<file path="src/rtl/beam_output_formatter_pkg.sv">
// Shared definitions for the beam output formatter.
//   - Default widths and sizes used by the formatter and its interface.
//   - Bit offsets of the fields inside the 32-bit status word.
//   - sat_add16: adds a small increment to a 16-bit counter and holds it at 0xFFFF.
package beam_output_formatter_pkg;

    localparam int BEAM_ACC_WIDTH  = 32;
    localparam int BEAM_OUT_WIDTH  = 16;
    localparam int BEAM_OUT_SHIFT  = 8;
    localparam int BEAM_FIFO_DEPTH = 8;
    localparam int BEAM_FRAME_LEN  = 256;

    // Status word layout: {sat_count[15:0], 4'h0, fifo_level[3:0], frame_idx[7:0]}
    localparam int ST_FRAME_LSB = 0;
    localparam int ST_LEVEL_LSB = 8;
    localparam int ST_SAT_LSB   = 16;

    function automatic logic [15:0] sat_add16(input logic [15:0] acc, input logic [1:0] inc);
        logic [16:0] sum;
        sum = {1'b0, acc} + {15'd0, inc};
        return sum[16] ? 16'hFFFF : sum[15:0];
    endfunction

endpackage

</file>
<file path="src/rtl/beam_output_formatter_if.sv">
// Packed {Q,I} output stream of the beam output formatter.
//   m_tdata  : {Q[OUT_WIDTH-1:0], I[OUT_WIDTH-1:0]} head word
//   m_tvalid : head word valid
//   m_tready : downstream accepts the head word
//   m_tlast  : head word is the last sample of a frame
// The master modport is used by the formatter. The slave modport is used by the transport stage.
interface beam_output_formatter_if
    import beam_output_formatter_pkg::*;
#(
    parameter int OUT_WIDTH = BEAM_OUT_WIDTH
);
    logic [2*OUT_WIDTH-1:0] m_tdata;
    logic                   m_tvalid;
    logic                   m_tready;
    logic                   m_tlast;

    modport master (output m_tdata, output m_tvalid, output m_tlast, input m_tready);
    modport slave  (input m_tdata, input m_tvalid, input m_tlast, output m_tready);
endinterface

</file>
<file path="src/rtl/beam_out_fifo.sv">
// Synchronous first-word-fall-through FIFO with an occupancy count.
//   clk_i, rst_n_i : clock, synchronous active-low reset
//   flush_i        : clears the pointers and the count. It wins over push and pop.
//   push_i/wdata_i : write one word
//   pop_i          : discard the head word
//   rdata_o        : head word, valid whenever valid_o is high
//   valid_o        : FIFO non-empty
//   count_o        : number of stored words (0..DEPTH)
module beam_out_fifo #(
    parameter int WIDTH = 32,
    parameter int DEPTH = 8
) (
    input  logic                     clk_i,
    input  logic                     rst_n_i,
    input  logic                     flush_i,
    input  logic                     push_i,
    input  logic [WIDTH-1:0]         wdata_i,
    input  logic                     pop_i,
    output logic [WIDTH-1:0]         rdata_o,
    output logic                     valid_o,
    output logic [$clog2(DEPTH):0]   count_o
);
    localparam int AW = $clog2(DEPTH);
    localparam int CW = AW + 1;

    logic [WIDTH-1:0] mem_q [DEPTH];
    logic [AW-1:0]    wr_ptr_q, wr_ptr_d;
    logic [AW-1:0]    rd_ptr_q, rd_ptr_d;
    logic [CW-1:0]    count_q, count_d;
    logic             do_push, do_pop;

    // A push into a full FIFO is only legal when the head leaves in the same cycle.
    assign do_pop  = pop_i && (count_q != '0);
    assign do_push = push_i && ((count_q != CW'(DEPTH)) || do_pop);

    always_comb begin
        wr_ptr_d = wr_ptr_q;
        rd_ptr_d = rd_ptr_q;
        count_d  = count_q;
        if (flush_i) begin
            wr_ptr_d = '0;
            rd_ptr_d = '0;
            count_d  = '0;
        end else begin
            if (do_push) wr_ptr_d = wr_ptr_q + AW'(1);
            if (do_pop)  rd_ptr_d = rd_ptr_q + AW'(1);
            case ({do_push, do_pop})
                2'b10:   count_d = count_q + CW'(1);
                2'b01:   count_d = count_q - CW'(1);
                default: count_d = count_q;
            endcase
        end
    end

    always_ff @(posedge clk_i) begin
        if (!rst_n_i) begin
            wr_ptr_q <= '0;
            rd_ptr_q <= '0;
            count_q  <= '0;
        end else begin
            wr_ptr_q <= wr_ptr_d;
            rd_ptr_q <= rd_ptr_d;
            count_q  <= count_d;
        end
    end

    always_ff @(posedge clk_i) begin
        if (do_push && !flush_i) mem_q[wr_ptr_q] <= wdata_i;
    end

    assign rdata_o = mem_q[rd_ptr_q];
    assign valid_o = (count_q != '0);
    assign count_o = count_q;
endmodule

</file>
<file path="src/rtl/beam_output_formatter.sv">
// Beam output formatter. It rounds, scales and saturates complex beam samples to OUT_WIDTH,
// buffers them in a FWFT FIFO and emits a packed {Q,I} stream with a frame marker.
//   core_clk, core_rst_n : clock, synchronous active-low reset
//   beam_real_i/imag_i   : signed ACC_WIDTH input components
//   beam_valid_i/ready_o : input handshake. ready never depends on m_tready.
//   flush_i              : drops stage 1, the FIFO contents and the frame position
//   m_axis               : output stream (m_tdata/m_tvalid/m_tready/m_tlast)
//   status_o             : {sat_count, 4'h0, fifo_level[3:0], frame_idx[7:0]}
// Optional feature: define BEAM_OUT_SAT_CNT_EN to build the 16-bit sticky saturation counter.
// Without it, status_o[31:16] reads 0.
module beam_output_formatter
    import beam_output_formatter_pkg::*;
#(
    parameter int ACC_WIDTH  = BEAM_ACC_WIDTH,
    parameter int OUT_WIDTH  = BEAM_OUT_WIDTH,
    parameter int SHIFT      = BEAM_OUT_SHIFT,
    parameter int FIFO_DEPTH = BEAM_FIFO_DEPTH,
    parameter int FRAME_LEN  = BEAM_FRAME_LEN
) (
    input  logic                        core_clk,
    input  logic                        core_rst_n,
    input  logic signed [ACC_WIDTH-1:0] beam_real_i,
    input  logic signed [ACC_WIDTH-1:0] beam_imag_i,
    input  logic                        beam_valid_i,
    output logic                        beam_ready_o,
    input  logic                        flush_i,
    beam_output_formatter_if.master     m_axis,
    output logic [31:0]                 status_o
);
    localparam int CNT_W   = $clog2(FIFO_DEPTH) + 1;
    localparam int FRAME_W = (FRAME_LEN > 1) ? $clog2(FRAME_LEN) : 1;

    localparam logic signed [ACC_WIDTH:0] HALF = {{ACC_WIDTH{1'b0}}, 1'b1} <<< (SHIFT - 1);
    localparam logic signed [ACC_WIDTH:0] MAXV = {{(ACC_WIDTH-OUT_WIDTH+2){1'b0}}, {(OUT_WIDTH-1){1'b1}}};
    localparam logic signed [ACC_WIDTH:0] MINV = ~MAXV;

    // Returns {saturated, value}. One extra bit of headroom keeps x + HALF from wrapping.
    function automatic logic [OUT_WIDTH:0] round_sat(input logic signed [ACC_WIDTH-1:0] x);
        logic signed [ACC_WIDTH:0] t;
        logic signed [ACC_WIDTH:0] y;
        t = $signed({x[ACC_WIDTH-1], x}) + HALF;
        y = t >>> SHIFT;
        if (y > MAXV)      round_sat = {1'b1, 1'b0, {(OUT_WIDTH-1){1'b1}}};
        else if (y < MINV) round_sat = {1'b1, 1'b1, {(OUT_WIDTH-1){1'b0}}};
        else               round_sat = {1'b0, y[OUT_WIDTH-1:0]};
    endfunction

    logic [OUT_WIDTH:0]     re_rs, im_rs;
    logic                   accept;
    logic                   s1_valid_q, s1_valid_d;
    logic [2*OUT_WIDTH-1:0] s1_data_q, s1_data_d;
    logic [2*OUT_WIDTH-1:0] head_data;
    logic                   head_valid;
    logic [CNT_W-1:0]       fifo_count;
    logic                   pop;
    logic [FRAME_W-1:0]     frame_idx_q, frame_idx_d;
    logic                   frame_end;
    logic [15:0]            sat_field;

    always_comb begin
        re_rs = round_sat(beam_real_i);
        im_rs = round_sat(beam_imag_i);
    end

    // The word held in stage 1 is counted so that it always has a FIFO slot when it lands.
    assign beam_ready_o = core_rst_n && !flush_i &&
                          (({1'b0, fifo_count} + (CNT_W+1)'(s1_valid_q)) < (CNT_W+1)'(FIFO_DEPTH));
    assign accept = beam_valid_i && beam_ready_o;

    // Stage 1: rounded and saturated {Q,I} word
    always_comb begin
        s1_valid_d = accept;
        s1_data_d  = accept ? {im_rs[OUT_WIDTH-1:0], re_rs[OUT_WIDTH-1:0]} : s1_data_q;
    end

    always_ff @(posedge core_clk) begin
        if (!core_rst_n) s1_valid_q <= 1'b0;
        else             s1_valid_q <= s1_valid_d;
    end

    always_ff @(posedge core_clk) begin
        s1_data_q <= s1_data_d;
    end

    // Stage 2: FWFT output buffer
    beam_out_fifo #(
        .WIDTH (2*OUT_WIDTH),
        .DEPTH (FIFO_DEPTH)
    ) u_fifo (
        .clk_i   (core_clk),
        .rst_n_i (core_rst_n),
        .flush_i (flush_i),
        .push_i  (s1_valid_q && !flush_i),
        .wdata_i (s1_data_q),
        .pop_i   (pop),
        .rdata_o (head_data),
        .valid_o (head_valid),
        .count_o (fifo_count)
    );

    assign pop = head_valid && m_axis.m_tready && !flush_i;

    assign frame_end = (frame_idx_q == FRAME_W'(FRAME_LEN - 1));

    always_comb begin
        frame_idx_d = frame_idx_q;
        if (flush_i)  frame_idx_d = '0;
        else if (pop) frame_idx_d = frame_end ? '0 : frame_idx_q + FRAME_W'(1);
    end

    always_ff @(posedge core_clk) begin
        if (!core_rst_n) frame_idx_q <= '0;
        else             frame_idx_q <= frame_idx_d;
    end

    // The head data is gated so that the bus reads zero whenever nothing is buffered.
    assign m_axis.m_tvalid = head_valid;
    assign m_axis.m_tdata  = head_valid ? head_data : '0;
    assign m_axis.m_tlast  = head_valid && frame_end;

`ifdef BEAM_OUT_SAT_CNT_EN
    logic [15:0] sat_cnt_q, sat_cnt_d;

    always_comb begin
        sat_cnt_d = sat_cnt_q;
        if (accept)
            sat_cnt_d = sat_add16(sat_cnt_q, {1'b0, re_rs[OUT_WIDTH]} + {1'b0, im_rs[OUT_WIDTH]});
    end

    always_ff @(posedge core_clk) begin
        if (!core_rst_n) sat_cnt_q <= '0;
        else             sat_cnt_q <= sat_cnt_d;
    end

    assign sat_field = sat_cnt_q;
`else
    logic sat_unused;
    assign sat_unused = re_rs[OUT_WIDTH] ^ im_rs[OUT_WIDTH];
    assign sat_field  = '0;
`endif

    always_comb begin
        status_o = '0;
        status_o[ST_SAT_LSB   +: 16] = sat_field;
        status_o[ST_LEVEL_LSB +: 4]  = 4'(fifo_count);
        status_o[ST_FRAME_LSB +: 8]  = 8'(frame_idx_q);
    end
endmodule

</file>
<file path="src/flat_wrapper.sv">
// flat-port wrapper written by rule: the top's interface ports become plain ports
module beam_output_formatter_flat import beam_output_formatter_pkg::*;
#(
    parameter int ACC_WIDTH  = BEAM_ACC_WIDTH,
    parameter int OUT_WIDTH  = BEAM_OUT_WIDTH,
    parameter int SHIFT      = BEAM_OUT_SHIFT,
    parameter int FIFO_DEPTH = BEAM_FIFO_DEPTH,
    parameter int FRAME_LEN  = BEAM_FRAME_LEN
)
  (core_clk, core_rst_n, beam_real_i, beam_imag_i, beam_valid_i, beam_ready_o, flush_i, status_o, m_axis_m_tdata, m_axis_m_tvalid, m_axis_m_tlast, m_axis_m_tready);
  beam_output_formatter_if #(.OUT_WIDTH(OUT_WIDTH)) m_axis_i ();
  input  logic core_clk;
  input  logic core_rst_n;
  input  logic signed [ACC_WIDTH-1:0] beam_real_i;
  input  logic signed [ACC_WIDTH-1:0] beam_imag_i;
  input  logic beam_valid_i;
  output logic beam_ready_o;
  input  logic flush_i;
  output logic [31:0] status_o;
  output wire logic [$bits(m_axis_i.m_tdata)-1:0] m_axis_m_tdata;
  output wire logic [$bits(m_axis_i.m_tvalid)-1:0] m_axis_m_tvalid;
  output wire logic [$bits(m_axis_i.m_tlast)-1:0] m_axis_m_tlast;
  input wire logic [$bits(m_axis_i.m_tready)-1:0] m_axis_m_tready;
  assign m_axis_m_tdata = m_axis_i.m_tdata;
  assign m_axis_m_tvalid = m_axis_i.m_tvalid;
  assign m_axis_m_tlast = m_axis_i.m_tlast;
  assign m_axis_i.m_tready = m_axis_m_tready;
  beam_output_formatter #(.ACC_WIDTH(ACC_WIDTH), .OUT_WIDTH(OUT_WIDTH), .SHIFT(SHIFT), .FIFO_DEPTH(FIFO_DEPTH), .FRAME_LEN(FRAME_LEN)) u_core (.core_clk(core_clk), .core_rst_n(core_rst_n), .beam_real_i(beam_real_i), .beam_imag_i(beam_imag_i), .beam_valid_i(beam_valid_i), .beam_ready_o(beam_ready_o), .flush_i(flush_i), .m_axis(m_axis_i), .status_o(status_o));
endmodule
</file>
<file path="config.mk">
export PLATFORM = sky130hd
export DESIGN_NAME = beam_output_formatter_flat
export DESIGN_NICKNAME = d
export VERILOG_FILES = /design/src/rtl/beam_output_formatter_pkg.sv /design/src/rtl/beam_output_formatter_if.sv /design/src/rtl/beam_out_fifo.sv /design/src/rtl/beam_output_formatter.sv /design/src/flat_wrapper.sv
export SDC_FILE = /design/constraint.sdc
export NUM_CORES = 1
export LEC_CHECK = 0
export ABC_AREA = 1
export ABC_CLOCK_PERIOD_IN_PS = 6400
export BUFFER_PORTS_ARGS = -buffer_cell sky130_fd_sc_hd__buf_2
export CORE_UTILIZATION = 49
export CTS_CLUSTER_DIAMETER = 50
export DETAILED_ROUTE_END_ITERATION = 7
export PLACE_DENSITY = 0.68
export REMOVE_ABC_BUFFERS = 1
export SYNTH_ARGS = -nofsm -noshare
export SYNTH_HDL_FRONTEND = slang
export SYNTH_SLANG_ARGS = --single-unit
</file>
<file path="constraint.sdc">
create_clock -name core_clk -period 6.4 [get_ports core_clk]
set_input_delay 0 -clock core_clk [delete_from_list [all_inputs] [get_ports core_clk]]
set_output_delay 0 -clock core_clk [all_outputs]
set_load 0.005 [all_outputs]
</file>
==> flow_summary.ini <==
[run_status]
status = complete, no violations

[die]
start_util_pct = 50.4
core_um2 = 27300
pin_count = 136
die-area_um2 = 28700
dieHeight_um = 169
num_rows = 60
die_w_um = 169

[logic_synthesis]
synth_warnings = 0
synth_cell_type_count = 34
ys.flop_type = edfxtp_1
yosys.area.top_type = edfxtp_1
avgSynthCellArea_um2 = 10.7
ys_async_sr_fraction_pct = 0
yosysSeqAreaShare_pct = 66.1
ys_top_cells_by_area = edfxtp_1 63%, nor2_1 7.5%, o21ai_0 6.3%, nand2_1 5.4%, dfxtp_1 3.2%
synthDominantCellAreaShare_pct = 62.9
netlist_area_um2 = 13700
ys_ff_latch = 310
syn_inst = 1290
synth_edf_count = 288

[sta]
finalCritPeriodShare_pct = 51.2
slew_headroom_pct = 37.5
finClkSkew_ns = 0.00611
fin_ws_ns = 3.12
finalHoldViolations = 0
rsz0062_at_grt = no
worst_pin_slew_ns = 0.938
fmax_mhz = 305
fin_tns_setup_ns = 0
finalMaxSlewViolations = 0
fin_crit_ns = 3.28
finalSetupViolations = 0

[clock_tree]
cts-buffers-inserted = 31
cts_setup_buffers = 0
cts_tree = done
cts_root_buf = clkbuf_16
postCtsResizedCells = 0
htree_levels = 1
path_clk_slew_ns = 0.06
ctsHoldBuffers = 36
cts_buffer_depth = 3
clkSinkCount = 310
clock_latency_ns = 0.55

[worst_setup_path]
critical_path_buf_inv_count = 3
cp_cell_sequence = clkinv_2 > buf_4 > o21ai_0 > o22ai_1 > o21ai_0 > a31oi_1 > buf_2
start_kind = register
arrival_ns = 3.28
reg2regPathDepth = 9
timing.rr.start = u_core.u_fifo.count_o[0]
cp_slowest_cell = dfxtp_4
crit_family = buffers and inverters
worstPathMaxFanout = 96
end_kind = primary output
cp_data_required_time_ns = 6.40
cpPeakStageDelay_ns = 0.72
reg2reg_to = u_core.u_fifo.mem_q[1][19]
path_common_cell = o21ai_0
worst-path-stages = 7
endpoint = m_axis_m_tdata[22]
critPathKind = register to primary output
reg2reg_slack_ns = 3.89

[detailed_routing]
routed-via-count = 9579
routed_wl_mm = 30.8
post_drt_wl_per_cell_um = 17.0
drt_iter0_drc = 824
drt_pass1_iterations = 5
ant_nets = 0
route.detailed.drc = 0
routed_via_density = 5.28

[final_layout]
drive_gt1_share_pct = 13.7
area_growth_pct = 15.9
antenna_cells = 0
nets = 1496
fin_util_pct = 58.5
fill_cells = 2279

[grt]
gr-total-overflow = 0
grt_max_degree = 97
grt_first_pass_wirelength_mm = 47.9
grt_use_total_pct = 21.6
grt_pass1_vias = 8947
antenna_found_initial = 0

[job]
drv_cap = 0

[place]
gp_congestion = 0.885
place.detailed.hpwl_mm = 16.9
post-place-ws_ns = 3.69
io_buffers = 101

[hold_path]
worstHoldPathType = input pin to register

[power]
power_density_nw_per_um2 = 263
leakage_nw = 5.79
irDropWorstVdd_mv = 0.186
[worst min-delay path by stage]
stage / from / endpoint / slack, ns / depth (start not counted)
after floorplan: beam_valid_i / u_core.s1_valid_q / 0.13 / 1
after global placement: beam_valid_i / u_core.s1_valid_q / 0.22 / 2
after detailed placement: beam_valid_i / u_core.s1_valid_q / 0.23 / 2
after CTS: beam_real_i[20] / u_core.s1_data_q[12] / 0.01 / 4
after global routing: beam_real_i[20] / u_core.s1_data_q[12] / 0.03 / 4
final: beam_real_i[20] / u_core.s1_data_q[12] / 0.02 / 4
[placed cells by master, fill, tap and decap left out, types with 2 or more instances in the layout]
cell           netlist  layout
a211oi_1             2       2
a21oi_1             13      13
a31oi_1             33      33
and2_1               5       5
buf_2                4     101
buf_4               20      15
bufinv_16            0       4
clkbuf_1            45       6
clkbuf_16            0      31
clkinv_1             2       6
clkinv_2             0       7
clkinv_4             0       2
conb_1               1      20
dfxtp_1             22      20
dlygate4sd3_1        0      36
edfxtp_1           288     288
ha_1                 7       7
inv_1               54      53
inv_2                0       2
nand2_1            199     199
nand2_2              9       9
nand3_1             29      29
nand3b_1             8       8
nand4_1             10      10
nor2_1             273     265
nor2_2               5       6
nor2_4               7      14
nor3_1               5       5
o21ai_0            172     172
o22ai_1             32      32
xnor2_1             11      11
xor2_1              22      22
[layout make-up]
cell class | instances | area (um2) | share of cell area [%]
flip-flops and latches | 310 | 9090 | 57.1
multi-input cells | 868 | 4180 | 26.2
repair buffers | 152 | 978 | 6.14
clock buffers | 37 | 798 | 5.01
well taps | 372 | 465 | 2.92
inverters | 56 | 211 | 1.33
clock inverters | 20 | 206 | 1.30
[cells in the mapped netlist, types with 7 or more instances]
| master | n |
|---|---|
| nand4_1 | 10 |
| ha_1 | 7 |
| inv_1 | 54 |
| nand3b_1 | 8 |
| nand2_1 | 199 |
| o21ai_0 | 172 |
| xnor2_1 | 11 |
| dfxtp_1 | 22 |
| nor2_1 | 273 |
| o22ai_1 | 32 |
| xor2_1 | 22 |
| nor2_4 | 7 |
| nand2_2 | 9 |
| a21oi_1 | 13 |
| edfxtp_1 | 288 |
| clkbuf_1 | 45 |
| nand3_1 | 29 |
| a31oi_1 | 33 |
| buf_4 | 20 |
[flip-flops by register name, indices dropped and copies added, names as in the netlist, named ones only]
signal,count
u_core.s1_valid_q,1
u_core.frame_idx_q,8
u_core.u_fifo.rd_ptr_q,3
u_core.u_fifo.mem_q,256
u_core.u_fifo.wr_ptr_q,3
u_core.s1_data_q,32
u_core.u_fifo.count_o,4
[power breakdown]
group	switching, mW	internal (mW)
registers	0.0148	2.21
clock network	0.726	1.05
logic	0.120	0.0727
[through the flow]
step                cell area (um2)  instances  power, mW  hold slack (ns)
floorplan                     13400       1234       2.36            0.127
global placement              14600       1722       2.44            0.224
detailed placement            14600       1722       2.44            0.229
CTS                           15900       1815       4.22           0.0101
global route                  15900       1815       4.33           0.0314
finish                        15900       1815       4.20           0.0153
[layer usage]
metal	part of all wire (%)	vias to the layer above	global-route usage (%)
met5	0	-	0
met4	1.5	0	4.90
met3	6.2	33	2.59
met2	49	307	37.3
met1	43	4529	29.3
li1	-	4710	-
[kinds of logic after synthesis]
kind of cell    share of synthesized area [%]
compound gates                           9.87
xor+xnor                                 2.10
fa+ha+maj                               0.783
simple gates                             16.7
flops                                    66.1
buf+inv                                  4.38
other cells                            0.0273
[worst min-delay path: stages]
cell and delay, ns:
buf_2 0.13, xor2_1 0.09, nand2_1 0.06, nand2_1 0.09
(Power assumes the default switching activity.)
